==> src/rtl/logic_161_timer_ctrl.sv <==
// Interval-timer sequencer for a cascade of external 74HC161-style 4-bit counter slices.
// Optional IRQ latch with acknowledge when LOGIC_161_TIMER_IRQ_LATCH_EN is defined.
module logic_161_timer_ctrl #(
   parameter int NSTAGE   = 2,
   parameter int PRESCALE = 1,
   localparam int W       = 4 * NSTAGE
) (
   input  logic              CK,
   input  logic              CLR,
   input  logic              START,
   input  logic              STOP,
   input  logic              MODE,
   input  logic [W-1:0]      RELOAD,
   input  logic [NSTAGE-1:0] CO_IN,
   output logic              CNT_nCLR,
   output logic              CNT_nLOAD,
   output logic [W-1:0]      CNT_DATA,
   output logic [NSTAGE-1:0] CNT_ENP,
   output logic [NSTAGE-1:0] CNT_INT,
   output logic              BUSY,
   output logic              EXPIRE
`ifdef LOGIC_161_TIMER_IRQ_LATCH_EN
   ,
   output logic              IRQ,
   input  logic              IRQ_ACK
`endif
);

   typedef enum logic [1:0] {
      S_IDLE,
      S_LOAD,
      S_RUN
   } state_t;

   localparam logic [15:0] PRESC_LAST = 16'(PRESCALE - 1);

   state_t      state_q, state_d;
   logic [15:0] presc_q, presc_d;
   logic        mode_q, mode_d;
   logic        expire_q, expire_d;

   logic tick;
   logic tc;
   logic tick_go;
   logic carry;

   assign tick    = (state_q == S_RUN) && (presc_q == PRESC_LAST);
   assign tc      = &CO_IN;
   // STOP or START abort the current tick so the slices freeze on the way out of RUN.
   assign tick_go = tick && !STOP && !START;

   always_ff @(posedge CK) begin
      if (CLR) begin
         state_q  <= S_IDLE;
         presc_q  <= '0;
         mode_q   <= 1'b0;
         expire_q <= 1'b0;
      end else begin
         state_q  <= state_d;
         presc_q  <= presc_d;
         mode_q   <= mode_d;
         expire_q <= expire_d;
      end
   end

   always_comb begin
      state_d = state_q;
      case (state_q)
         S_IDLE: if (START && !STOP) state_d = S_LOAD;
         S_LOAD: begin
            if (STOP)       state_d = S_IDLE;
            else if (START) state_d = S_LOAD;
            else            state_d = S_RUN;
         end
         S_RUN: begin
            if (STOP)                     state_d = S_IDLE;
            else if (START)               state_d = S_LOAD;
            else if (tick && tc && !mode_q) state_d = S_IDLE;
         end
         default: state_d = S_IDLE;
      endcase
   end

   // Mode is captured at LOAD and re-captured at each periodic reload.
   always_comb begin
      presc_d  = (state_q == S_RUN && !tick) ? presc_q + 16'd1 : 16'd0;
      mode_d   = mode_q;
      if (state_q == S_LOAD)
         mode_d = MODE;
      else if (tick_go && tc && mode_q)
         mode_d = MODE;
      expire_d = tick_go && tc;
   end

   always_comb begin
      CNT_nLOAD = 1'b1;
      CNT_ENP   = '0;
      case (state_q)
         S_LOAD: CNT_nLOAD = 1'b0;
         S_RUN: begin
            if (tick_go) begin
               if (!tc)
                  CNT_ENP = '1;
               else if (mode_q)
                  CNT_nLOAD = 1'b0;
            end
         end
         default: ;
      endcase
   end

   // INT is the pure carry chain at all times so CO_IN always reflects the count.
   always_comb begin
      carry   = 1'b1;
      CNT_INT = '0;
      for (int i = 0; i < NSTAGE; i++) begin
         CNT_INT[i] = carry;
         carry      = carry & CO_IN[i];
      end
   end

   assign CNT_nCLR = ~CLR;
   assign CNT_DATA = RELOAD;
   assign BUSY     = (state_q != S_IDLE);
   assign EXPIRE   = expire_q;

`ifdef LOGIC_161_TIMER_IRQ_LATCH_EN
   logic irq_q, irq_d;

   always_comb irq_d = expire_q | (irq_q & ~IRQ_ACK);

   always_ff @(posedge CK) begin
      if (CLR) irq_q <= 1'b0;
      else     irq_q <= irq_d;
   end

   assign IRQ = irq_q;
`endif

endmodule

==> config.mk <==
export PLATFORM = sky130hd
export DESIGN_NAME = logic_161_timer_ctrl
export DESIGN_NICKNAME = d
export VERILOG_FILES = /design/src/rtl/logic_161_timer_ctrl.sv
export SDC_FILE = /design/constraint.sdc
export NUM_CORES = 1
export LEC_CHECK = 0
export CAP_MARGIN = 20
export CORE_AREA = 4 4 54 56
export CTS_BUF_LIST = sky130_fd_sc_hd__clkbuf_8
export DETAILED_ROUTE_END_ITERATION = 6
export DIE_AREA = 0 0 58 60
export PLACE_DENSITY = 0.84
export SLEW_MARGIN = 20
export SYNTH_ARGS = -nofsm -noshare
export SYNTH_HDL_FRONTEND = slang
export SYNTH_SLANG_ARGS = --single-unit
==> constraint.sdc <==
create_clock -name CK -period 4.4 [get_ports CK]
set_clock_uncertainty 0.15 [all_clocks]
set_input_delay 0.44 -clock CK [delete_from_list [all_inputs] [get_ports CK]]
set_output_delay 0.44 -clock CK [all_outputs]
set_load 0.01 [all_outputs]
## Yosys cells after proc, flatten, opt, wreduce, memory -nomap -nowiden

Index checks and enable logic that the tools add are counted.

- Memory bits (writable): 0
- Input port bits: 15
- Output and inout bits: 16
- Flip-flop bits (word level): 20
- Memories kept: 0
- Latch bits: 0
- Bits in read-only memories: 0
- Logic and storage cells: 47

- Shifts and indexed selects: 0
- Bitwise gates (word level): 2
- Reduce and logical (&&, ||, !) cells: 20
- $mul: 0
- Order comparisons: 0
- Equality and inequality tests: 4
- Div/mod/pow operators: 0
- Mux-type cells: 16
- Add/subtract/negate cells: 1

Operator list:

| operator | count |
|---|---|
| 2-bit two-way mux | 9 |
| 16-bit by 1-bit adder with 16-bit output (second input constant) | 1 |
| 16-bit zero test | 1 |
| 1-bit logical AND | 9 |
| 2-bit case mux with 3 select lines | 1 |
| 1-bit two-way mux | 5 |
| 1-bit zero test | 4 |
| 4-bit by 3-bit != test with 1-bit output (second input constant) | 1 |
| 2-bit AND reduction | 2 |
| 2-bit nonzero test | 2 |
| 2-bit by 1-bit equality test with 1-bit output (second input constant) | 1 |
| 2-bit equality test (second input constant) | 1 |
| 2-bit zero test | 1 |
| 2-bit != test (second input constant) | 1 |
| 1-bit inverter | 2 |
| 1-bit case mux with 2 select lines | 1 |
| 2-bit OR reduction | 1 |

## Logic depth before layout (Yosys ltp)

Gate-level depths: netlist of the first run.

- Depth in word-level cells: 8
- Gate-level depth with buffers: 7
- Gate-level depth less buffers: 6

## Worst setup path after synthesis of the first run

Ideal clock, no wire load.

- Path type: reg2out
- Start: register presc_q[0]
- End: output CNT_ENP[1]
- Stages on the path, launching flop included: 7
- Data arrival time: 1,548 ps
- Path buffers: 1
- Data required time: 3,810 ps
- Path slack: 2,262 ps
- Cells stage by stage: dfxtp_1 > inv_1 > ha_1 > nor3b_1 > nand4_2 > nor3b_1 > buf_4

- Word-level cells in the longest chain between the ends: 6

Ends and longest elaborated chain:

| what | line | text |
|---|---|---|
| start: declaration | 38 | `logic [15:0] presc_q, presc_d;` |
| start signal: assignment | 60 | `presc_q <= presc_d;` |
| 16-bit zero test | 47 | `assign tick = (state_q == S_RUN) && (presc_q == PRESC_LAST);` |
| 1-bit logical AND | 47 |  |
| 1-bit logical AND (2 in series) | 50 | `assign tick_go = tick && !STOP && !START;` |
| 2-bit two-way mux | 101 | `if (tick_go) begin` |
| 2-bit two-way mux | 98 | `case (state_q)` |
| end: declaration | 18 | `output logic [NSTAGE-1:0] CNT_ENP,` |

Every way passes these cells.

## Worst setup path in the final report of the first run

- Start: register presc_q[0]
- End: output CNT_ENP[0]

Same word-level chain as after synthesis.

==> results of run 1 <==
[routing by layer]
metal,GRT usage (%),vias up,share of wire (%)
met2,21.0,27,47
met4,2.65,0,0.53
met5,0,-,0
li1,-,396,-
met1,14.6,358,44
met3,6.05,2,7.9
[sequential cells by signal, indices dropped and copies added, names as in the netlist]
name and count:
mode_q 1, presc_q 16, state_q 2, EXPIRE 1
[stage by stage]
step	setup WS, ns	util, %	total power, W
after floorplan	2.26	-	0.000201
after global placement	1.85	47.6	0.000203
after detailed placement	1.73	47.6	0.000203
after CTS	1.45	49.3	0.000317
after global routing	1.35	49.3	0.000328
final	1.50	49.3	0.000312
[synth_stat cells, types with 2 or more instances]
library cell  count
a21oi_1           2
nor3_1            5
nand2_1           6
xnor2_1          13
buf_4            11
nor3b_1           2
nor2_2            2
nand3_1           4
nor2b_1           2
nor4_1            3
nor2_1           20
dfxtp_1          20
ha_1              2
nor4_2            3
nand4_2           2
inv_1             8
[final timing paths]
kind / start / to / slack [ns] / cells after the start
min: state_q[1] / state_q[0] / 0.33 / 1
min reg2reg: state_q[1] / state_q[0] / 0.33 / 1
max reg2reg: presc_q[0] / presc_q[7] / 2.60 / 6
max: presc_q[0] / CNT_ENP[0] / 1.50 / 6
[logic make-up after synthesis]
logic type      count (synthesis)
simple gates                   56
buf+inv                        20
flops                          20
xor+xnor                       14
compound gates                  7
fa+ha+maj                       2
other cells                     1
[area by class of cell]
cell class / count / area, µm²
tap: 30 / 37.5
fill: 246 / 1230
clock buffer: 3 / 41.3
multi-input combinational: 80 / 561
timing repair buffer: 13 / 130
sequential: 20 / 400
inverter: 8 / 30.0
[where the power goes]
| group | internal [W] | switching [W] |
|---|---|---|
| registers | 0.000182 | 0.000000869 |
| logic | 0.00000965 | 0.00000683 |
| clock network | 0.0000608 | 0.0000514 |
==> summary.txt, run 1 <==
Die
  – Overall die area: 0.00348 mm²
  – Core ar.: 0.00243 mm²
  – Die H: 60 µm
  – Initial standard-cell utilization of the core: 44.6%
  – Top Ports: 31
  – Die width: 58 µm
  – Number of core rows: 18

Route
  – Number of DRC violations after detailed-routing iteration 0: 13
  – Wire length reported by the detailed router: 1.89 mm
  – Count of vias placed by the detailed router: 783
  – Count of nets left with antenna violations after detail routing: 0
  – Avg Vias per Cell: 5.08
  – Detail-routed net length per standard cell: 12.3 µm
  – Detailed-route DRC error count: 0
  – Number of detailed-route iterations in the first pass: 4

Yosys
  – Proportion of synthesized flip-flops having asynchronous set or reset: 0%
  – XOR/XNOR Fraction of Synth Area: 11.3%
  – Top cells by area in the synthesized netlist: dfxtp_1 (37%), xnor2_1 (10%), buf_4 (7.6%)
  – Netlist area before placement: 0.00108 mm²
  – Proportion of synthesized chip area in sequential cells: 36.9%
  – Share of the synthesized area in the top cell type: 36.9%
  – Mapped Cells: 120
  – Number of distinct library cell variants in the gate-level netlist after synthesis: 31
  – EDFF count, synth: 0
  – Post-Synth Adder-Cell Area: 2.31%
  – FF+latch count, synth: 20
  – Avg Synthesized Cell Area: 9.04 µm²
  – Commonest register cell after synthesis: dfxtp_1
  – Area fraction in and, or, nand and nor cells after synthesis: 32.5%
  – Cell type with the highest aggregate area in the netlist: dfxtp_1
  – Share of the synthesized area in compound gates (AO/OA/AOI/OAI): 5.19%
  – Proportion of synthesized area in mux cells: 0%
  – Combinational family with the most area after synthesis: simple AND/OR/NAND/NOR gates
  – Synthesis warning total: 0
  – Mapped Nets: 137

Timing
  – Number of hold-slack violations in the final timing report: 0
  – Max Transition Viols Final: 0
  – Final Setup Violations: 0
  – Worst hold slack: 0.331 ns
  – Achievable frequency: 344 MHz
  – Final critical-path required period: 2.90 ns
  – Share of the cycle needed by the critical path after routing: 66.0%
  – Final-layout setup total negative slack: 0 ns
  – Setup repair after global routing missed its margin: no

Pwr
  – Power density normalized to cell area: 260 mW/mm²
  – Leakage power total: 0.381 nW
  – Max VDD drop: 0.298 mV

Clock network
  – TritonCTS clock tree: built
  – Clock latency at the later pin of the worst-skew pair: 0.25 ns
  – H-tree levels: 1
  – Number of buffers on the longest clock path: 2
  – Hold buffer count at cts: 0
  – Number of buffers added by the clock tree synthesis step: 3
  – Reg clk slew, reported paths: 0.06 ns
  – Sink Count: 20
  – Buffers inserted by post-CTS timing repair: 0
  – Clock root buffer master: clkbuf_8
  – Count of instances resized after the clock tree is built: 0

Critical path
  – Critical Path AT: 2.31 ns
  – Critical Path RT: 3.81 ns
  – CP most frequent cell: nor3b_1
  – Worst path cell trace: inv_1 > ha_1 > nor3b_1 > nand4_2 > nor3b_1 > clkdlybuf4s50_1
  – Critical path startpoint category: flip-flop
  – Combined buffer and inverter count along the critical path: 2
  – Worst path max stage delay: 0.61 ns
  – Worst setup EP type: output pin
  – Critical Path Slowest Stage Cell: clkdlybuf4s50_1
  – Largest fanout of any net on the critical path: 6
  – Crit Path Class: reg -> out
  – Dominant delay contributor by cell family on the critical path: simple AND/OR/NAND/NOR gates

Run
  – Number of maximum-capacitance constraint violations: 0

Layout
  – Antenna diode instance count: 0
  – Area of all placed cells without fillers: 0.00120 mm²
  – Layout Area Growth over Synthesis: 10.6%
  – Commonest non-fill, non-tap cells in the layout: dfxtp_1 (20), nor2_1 (20), xnor2_1 (13), clkdlybuf4s50_1 (13), inv_1 (8)
  – Net total in the final layout: 143
  – Non-filler cells, final: 154
  – Share of final-layout standard cells stronger than drive strength 1: 13.7%

Global routing
  – Global-route wire length before repair: 3.35 mm
  – Maximum number of pins on one net before global-route repair: 17
  – All-layer global routing usage: 12.5%
  – Initial antenna violation count: 0
  – Vias in the first global route: 765
  – Total overflow reported by the global router: 0

Placed design
  – Number of input and output port buffers inserted: 13
  – Placement Cell Area: 0.00116 mm²
  – Inst Count DP: 151
  – Half-perimeter wire length after placement: 1.44 mm
  – Weighted congestion reported at the end of routability-driven placement: 0.839

Min path
  – Worst hold path type: reg -> reg

Status
  – Result of the run: complete, no violations
Note: power is estimated with default switching activity, not from simulation.
==> run 2: changes to the inputs <==
Clock period 4.4 ns to 2.7 ns, I/O delays scaled along.
==> run 2 against run 1 <==
Against the previous run:
- critical path depth increased by 1
- worst hold slack better by 0.0062 ns
- die area unchanged
- global-route usage grew 0.82 points
- sequential share of layout area shrank 0.85 points
- total power grew 76%
- combinational power is 65% higher
- first-iteration DRC count grew to 3.2 times the previous value
==> summary.txt, run 2 (same netlist as run 1, synthesis figures left out) <==
Global routing
  – Initial antenna violation count: 0
  – Maximum number of pins on one net before global-route repair: 17
  – Total overflow reported by the global router: 0
  – Vias in the first global route: 828
  – Global-route wire length before repair: 3.53 mm
  – All-layer global routing usage: 13.4%

Clock network
  – Reg clk slew, reported paths: 0.08 ns
  – TritonCTS clock tree: built
  – Sink Count: 20
  – Hold buffer count at cts: 0
  – Number of buffers on the longest clock path: 2
  – Clock root buffer master: clkbuf_8
  – H-tree levels: 1
  – Clock latency at the later pin of the worst-skew pair: 0.25 ns
  – Number of buffers added by the clock tree synthesis step: 3

Timing
  – Minimum setup slack in the final design: 0.206 ns
  – Achievable frequency: 401 MHz
  – Final Setup Violations: 0
  – Final critical-path required period: 2.49 ns
  – Worst hold slack: 0.337 ns
  – Setup repair after global routing missed its margin: no
  – Final-layout setup total negative slack: 0 ns
  – Number of hold-slack violations in the final timing report: 0
  – Share of the cycle needed by the critical path after routing: 92.4%
  – Max Transition Viols Final: 0

Layout
  – Commonest non-fill, non-tap cells in the layout: dfxtp_1 (20), nor2_1 (20), xnor2_1 (13), clkdlybuf4s50_1 (13), inv_1 (8)
  – Flip-flop count of the largest register after layout: 16
  – Antenna diode instance count: 0
  – Registers with the most flip-flops: presc_q (16), state_q (2)
  – Layout Area Growth over Synthesis: 13.5%
  – Net total in the final layout: 144
  – Share of final-layout standard cells stronger than drive strength 1: 16.7%
  – Area of all placed cells without fillers: 0.00123 mm²
  – Register name with the most flops: presc_q

Pwr
  – Sequential cell fraction of total power: 54.3%
  – Power density normalized to cell area: 446 mW/mm²
  – Switching Fraction: 19.5%
  – Cell-internal power: 0.000442 W
  – Max VDD drop: 0.351 mV
  – Leakage power total: 0.398 nW
  – Combinational share of power: 5.0%
  – Power, Total: 0.000549 W
  – Switching power: 0.000107 W
  – Clock share of power: 40.8%

Critical path
  – Worst setup EP type: output pin
  – Crit Path Class: reg -> out
  – Critical path startpoint category: flip-flop
  – Critical Path AT: 2.07 ns
  – Critical Path RT: 2.28 ns
  – Largest fanout of any net on the critical path: 6

Route
  – Count of vias placed by the detailed router: 799
  – Count of nets left with antenna violations after detail routing: 0
  – Number of detailed-route iterations in the first pass: 4
  – Number of DRC violations after detailed-routing iteration 0: 42
  – Avg Vias per Cell: 5.12
  – Detail-routed net length per standard cell: 13.1 µm
  – Wire length reported by the detailed router: 2.04 mm
  – Detailed-route DRC error count: 0

Placed design
  – Placement Cell Area: 0.00116 mm²
  – Half-perimeter wire length after placement: 1.52 mm
  – Dpl ws: 0.328 ns
  – Number of input and output port buffers inserted: 13
  – Weighted congestion reported at the end of routability-driven placement: 0.850

Die
  – Core ar.: 0.00243 mm²
  – Die H: 60 µm
  – Top Ports: 31
  – Number of core rows: 18
  – Die width: 58 µm
  – Overall die area: 0.00348 mm²
  – Initial standard-cell utilization of the core: 44.6%

Run
  – Number of maximum-capacitance constraint violations: 0

Status
  – Result of the run: complete, no violations

Min path
  – Worst hold path type: reg -> reg
## run 2: critical path, stage by stage (launching register included)
cell and delay (ns):
dfxtp_1 0.44, inv_1 0.07, ha_1 0.19, nor3b_2 0.15
nand4_2 0.14, nor3_1 0.07, a31oi_1 0.19, clkdlybuf4s50_1 0.56
## run 2: power by group through the flow
stage / clock network [W] / registers [W] / logic, W
global placement: 0 / 0.000304 / 0.0000261
global route: 0.000242 / 0.000298 / 0.0000293
floorplan: 0 / 0.000304 / 0.0000236
CTS: 0.000226 / 0.000298 / 0.0000272
finish: 0.000224 / 0.000298 / 0.0000273
detailed placement: 0 / 0.000305 / 0.0000269
## run 2: layout make-up
type                       count  area (µm²)
clock buffer                   4        55.1
fill                         226        1200
inverter                       8        30.0
multi-input combinational     80         571
sequential                    20         400
tap                           30        37.5
timing repair buffer          14         138
## run 2: stage by stage
| stage | util (%) | instances |
|---|---|---|
| 5_1_grt | 50.6 | 156 |
| 6_report | 50.6 | 156 |
| 3_3_place_gp | 47.6 | 151 |
| 4_1_cts | 49.9 | 155 |
| 2_1_floorplan | - | 120 |
| 3_5_place_dp | 47.6 | 151 |
## run 2: worst paths after layout
kind | from | to | slack (ns) | depth (start not counted)
setup / recovery | presc_q[0] | CNT_nLOAD | 0.21 | 7
hold / removal | state_q[1] | state_q[0] | 0.34 | 1
setup reg to reg | presc_q[0] | state_q[1] | 0.87 | 7
hold reg to reg | state_q[1] | state_q[0] | 0.34 | 1
## run 2: layer usage
| layer | vias up | track usage [%] | share of wire, % |
|---|---|---|---|
| li1 | 399 | - | - |
| met4 | 0 | 9.27 | 3.4 |
| met2 | 39 | 22.3 | 46 |
| met1 | 353 | 14.6 | 42 |
| met3 | 8 | 3.89 | 9.1 |
| met5 | - | 0 | 0 |
## run 2: repair_timing
action,4_1_cts,5_1_grt
endpoints found under the hold margin,0,0
buffers inserted,0,1
resized for setup,0,2
setup endpoints to repair,0,3
==> run 3: changes to the inputs <==
Settings changed: CORE_AREA 4 4 54 56 to 4 4 71 73, DIE_AREA 0 0 58 60 to 0 0 75 77, PLACE_DENSITY 0.84 to 0.56.
==> run 3 against run 2 <==
Against the previous run:
- wire length shrank 0.44%
- worst hold slack gained 0.0070 ns
- sequential power is essentially flat
- sequential share of layout area shrank 0.55 points
- total power shrank 6.6%
- cell area grew 1.7%
- cell count grew 14%
- register-to-register slack is essentially flat
- critical path depth shrank 3
- critical path type unchanged
- largest power group unchanged
==> summary.txt, run 3 (same netlist as run 1, synthesis figures left out) <==
Critical path
  – Start of the worst register-to-register path: presc_q[0]
  – Minimum setup slack among reg-to-reg paths: 0.86 ns
  – Critical path startpoint category: flip-flop
  – Critical Path AT: 2.11 ns
  – Largest fanout of any net on the critical path: 6
  – Worst setup EP type: output pin
  – Worst reg2reg path endpoint: state_q[1]
  – Crit path to: CNT_ENP[1]
  – Launch point of the critical path: presc_q[12]
  – R2R cell count: 7
  – Critical Path RT: 2.28 ns
  – Crit Path Class: reg -> out

Global routing
  – Maximum number of pins on one net before global-route repair: 17
  – Total overflow reported by the global router: 0
  – Global-route wire length before repair: 3.24 mm
  – Vias in the first global route: 767
  – Initial antenna violation count: 0
  – All-layer global routing usage: 7.11%

Die
  – Die H: 77 µm
  – Initial standard-cell utilization of the core: 24.9%
  – Number of core rows: 24
  – Top Ports: 31
  – Core ar.: 0.00435 mm²
  – Die width: 75 µm
  – Overall die area: 0.00578 mm²

Timing
  – Final critical-path required period: 2.53 ns
  – Max Transition Viols Final: 0
  – Setup repair after global routing missed its margin: no
  – Number of hold-slack violations in the final timing report: 0
  – Final-layout setup total negative slack: 0 ns
  – Share of the cycle needed by the critical path after routing: 93.6%
  – Achievable frequency: 396 MHz
  – Final Setup Violations: 0

Clock network
  – Clock root buffer master: clkbuf_8
  – Clock latency at the later pin of the worst-skew pair: 0.25 ns
  – Number of buffers added by the clock tree synthesis step: 3
  – Sink Count: 20
  – TritonCTS clock tree: built
  – H-tree levels: 1
  – Reg clk slew, reported paths: 0.06 ns
  – Number of buffers on the longest clock path: 2

Pwr
  – Sequential cell fraction of total power: 58.1%
  – Cell-internal power: 0.000411 W
  – Leakage power total: 0.396 nW
  – Power, Total: 0.000513 W
  – Switching Fraction: 19.8%
  – Combinational share of power: 5.3%
  – Switching power: 0.000101 W
  – Max VDD drop: 0.143 mV
  – Clock share of power: 36.6%
  – Power density normalized to cell area: 409 mW/mm²

Route
  – Avg Vias per Cell: 4.52
  – Count of nets left with antenna violations after detail routing: 0
  – Number of detailed-route iterations in the first pass: 4
  – Count of vias placed by the detailed router: 804
  – Detailed-route DRC error count: 0
  – Wire length reported by the detailed router: 2.03 mm
  – Number of DRC violations after detailed-routing iteration 0: 15
  – Detail-routed net length per standard cell: 11.4 µm

Placed design
  – Weighted congestion reported at the end of routability-driven placement: 0.781
  – Inst Count DP: 173
  – Half-perimeter wire length after placement: 1.54 mm
  – Number of input and output port buffers inserted: 13

Layout
  – Flip-flop count of the largest register after layout: 16
  – FF+latch area: 400 µm²
  – Register name with the most flops: presc_q
  – Filler cells: 446
  – Non-filler cells, final: 178
  – Registers with the most flip-flops: presc_q (16), state_q (2)
  – Net total in the final layout: 145
  – Layout Area Growth over Synthesis: 15.5%
  – Antenna diode instance count: 0
  – Share of final-layout standard cells stronger than drive strength 1: 16.7%
  – Commonest non-fill, non-tap cells in the layout: dfxtp_1 (20), nor2_1 (20), xnor2_1 (13), clkdlybuf4s50_1 (13), inv_1 (8)
  – Area taken by multi-input logic gates: 571 µm²

Min path
  – Hold Crit Start: state_q[1]
  – Worst hold path type: reg -> reg
  – Worst hold path stage count: 1

Status
  – Result of the run: complete, no violations

Run
  – Number of maximum-capacitance constraint violations: 0
## run 3: cell count changes in the layout (fill, tap and decap cells not counted), sizes merged
cell    change
buf         +1
clkbuf      -1
## run 3: how the worst min path moves through the flow
stage | endpoint | slack [ns]
final | state_q[0] | 0.34
after floorplan | state_q[1] | 0.19
after global routing | state_q[0] | 0.37
after global placement | state_q[0] | 0.32
after CTS | state_q[0] | 0.35
after detailed placement | state_q[0] | 0.34
## run 3: critical path, cell delays in order (launching register included)
cell	delay [ns]
dfxtp_1	0.35
nor4_1	0.37
nand4_2	0.28
nor3b_2	0.28
clkdlybuf4s50_1	0.57
## run 3: routing by layer
layer  global-route usage (%)  routed length (µm)  vias up
li1                         -                   -      399
met1                     7.89                 835      368
met2                     12.2                 989       28
met3                     2.09                 170        9
met4                     3.02                  36        0
met5                        0                   0        -
## run 3: power by group through the flow
| stage | clock network, W | registers (W) | logic [W] |
|---|---|---|---|
| floorplan | 0 | 0.000304 | 0.0000236 |
| global placement | 0 | 0.000305 | 0.0000264 |
| detailed placement | 0 | 0.000305 | 0.0000268 |
| CTS | 0.000197 | 0.000298 | 0.0000270 |
| global route | 0.000204 | 0.000298 | 0.0000296 |
| finish | 0.000188 | 0.000298 | 0.0000271 |
## run 3: metrics by stage
stage	hold WS [ns]	utilization (%)	cell area, µm²	setup WS (ns)
2_1_floorplan	0.189	-	1080	0.732
3_3_place_gp	0.315	27.2	1190	0.429
3_5_place_dp	0.337	27.2	1190	0.309
4_1_cts	0.347	28.2	1230	0.0132
5_1_grt	0.369	28.8	1250	0.0665
6_report	0.344	28.8	1250	0.174
## run 3: layout make-up
class                           instances  area share, %
Tap cell                               52           5.19
Multi-Input combinational cell         80           45.6
Timing Repair Buffer                   15           11.6
Inverter                                8           2.40
Clock buffer                            3           3.30
Sequential cell                        20           32.0
## run 3: timing repair
| item | CTS | global route |
|---|---|---|
| setup endpoints to repair | 0 | 3 |
| buffers inserted | 0 | 2 |
| gates resized for setup | 0 | 2 |
| hold buffers | 0 | 0 |
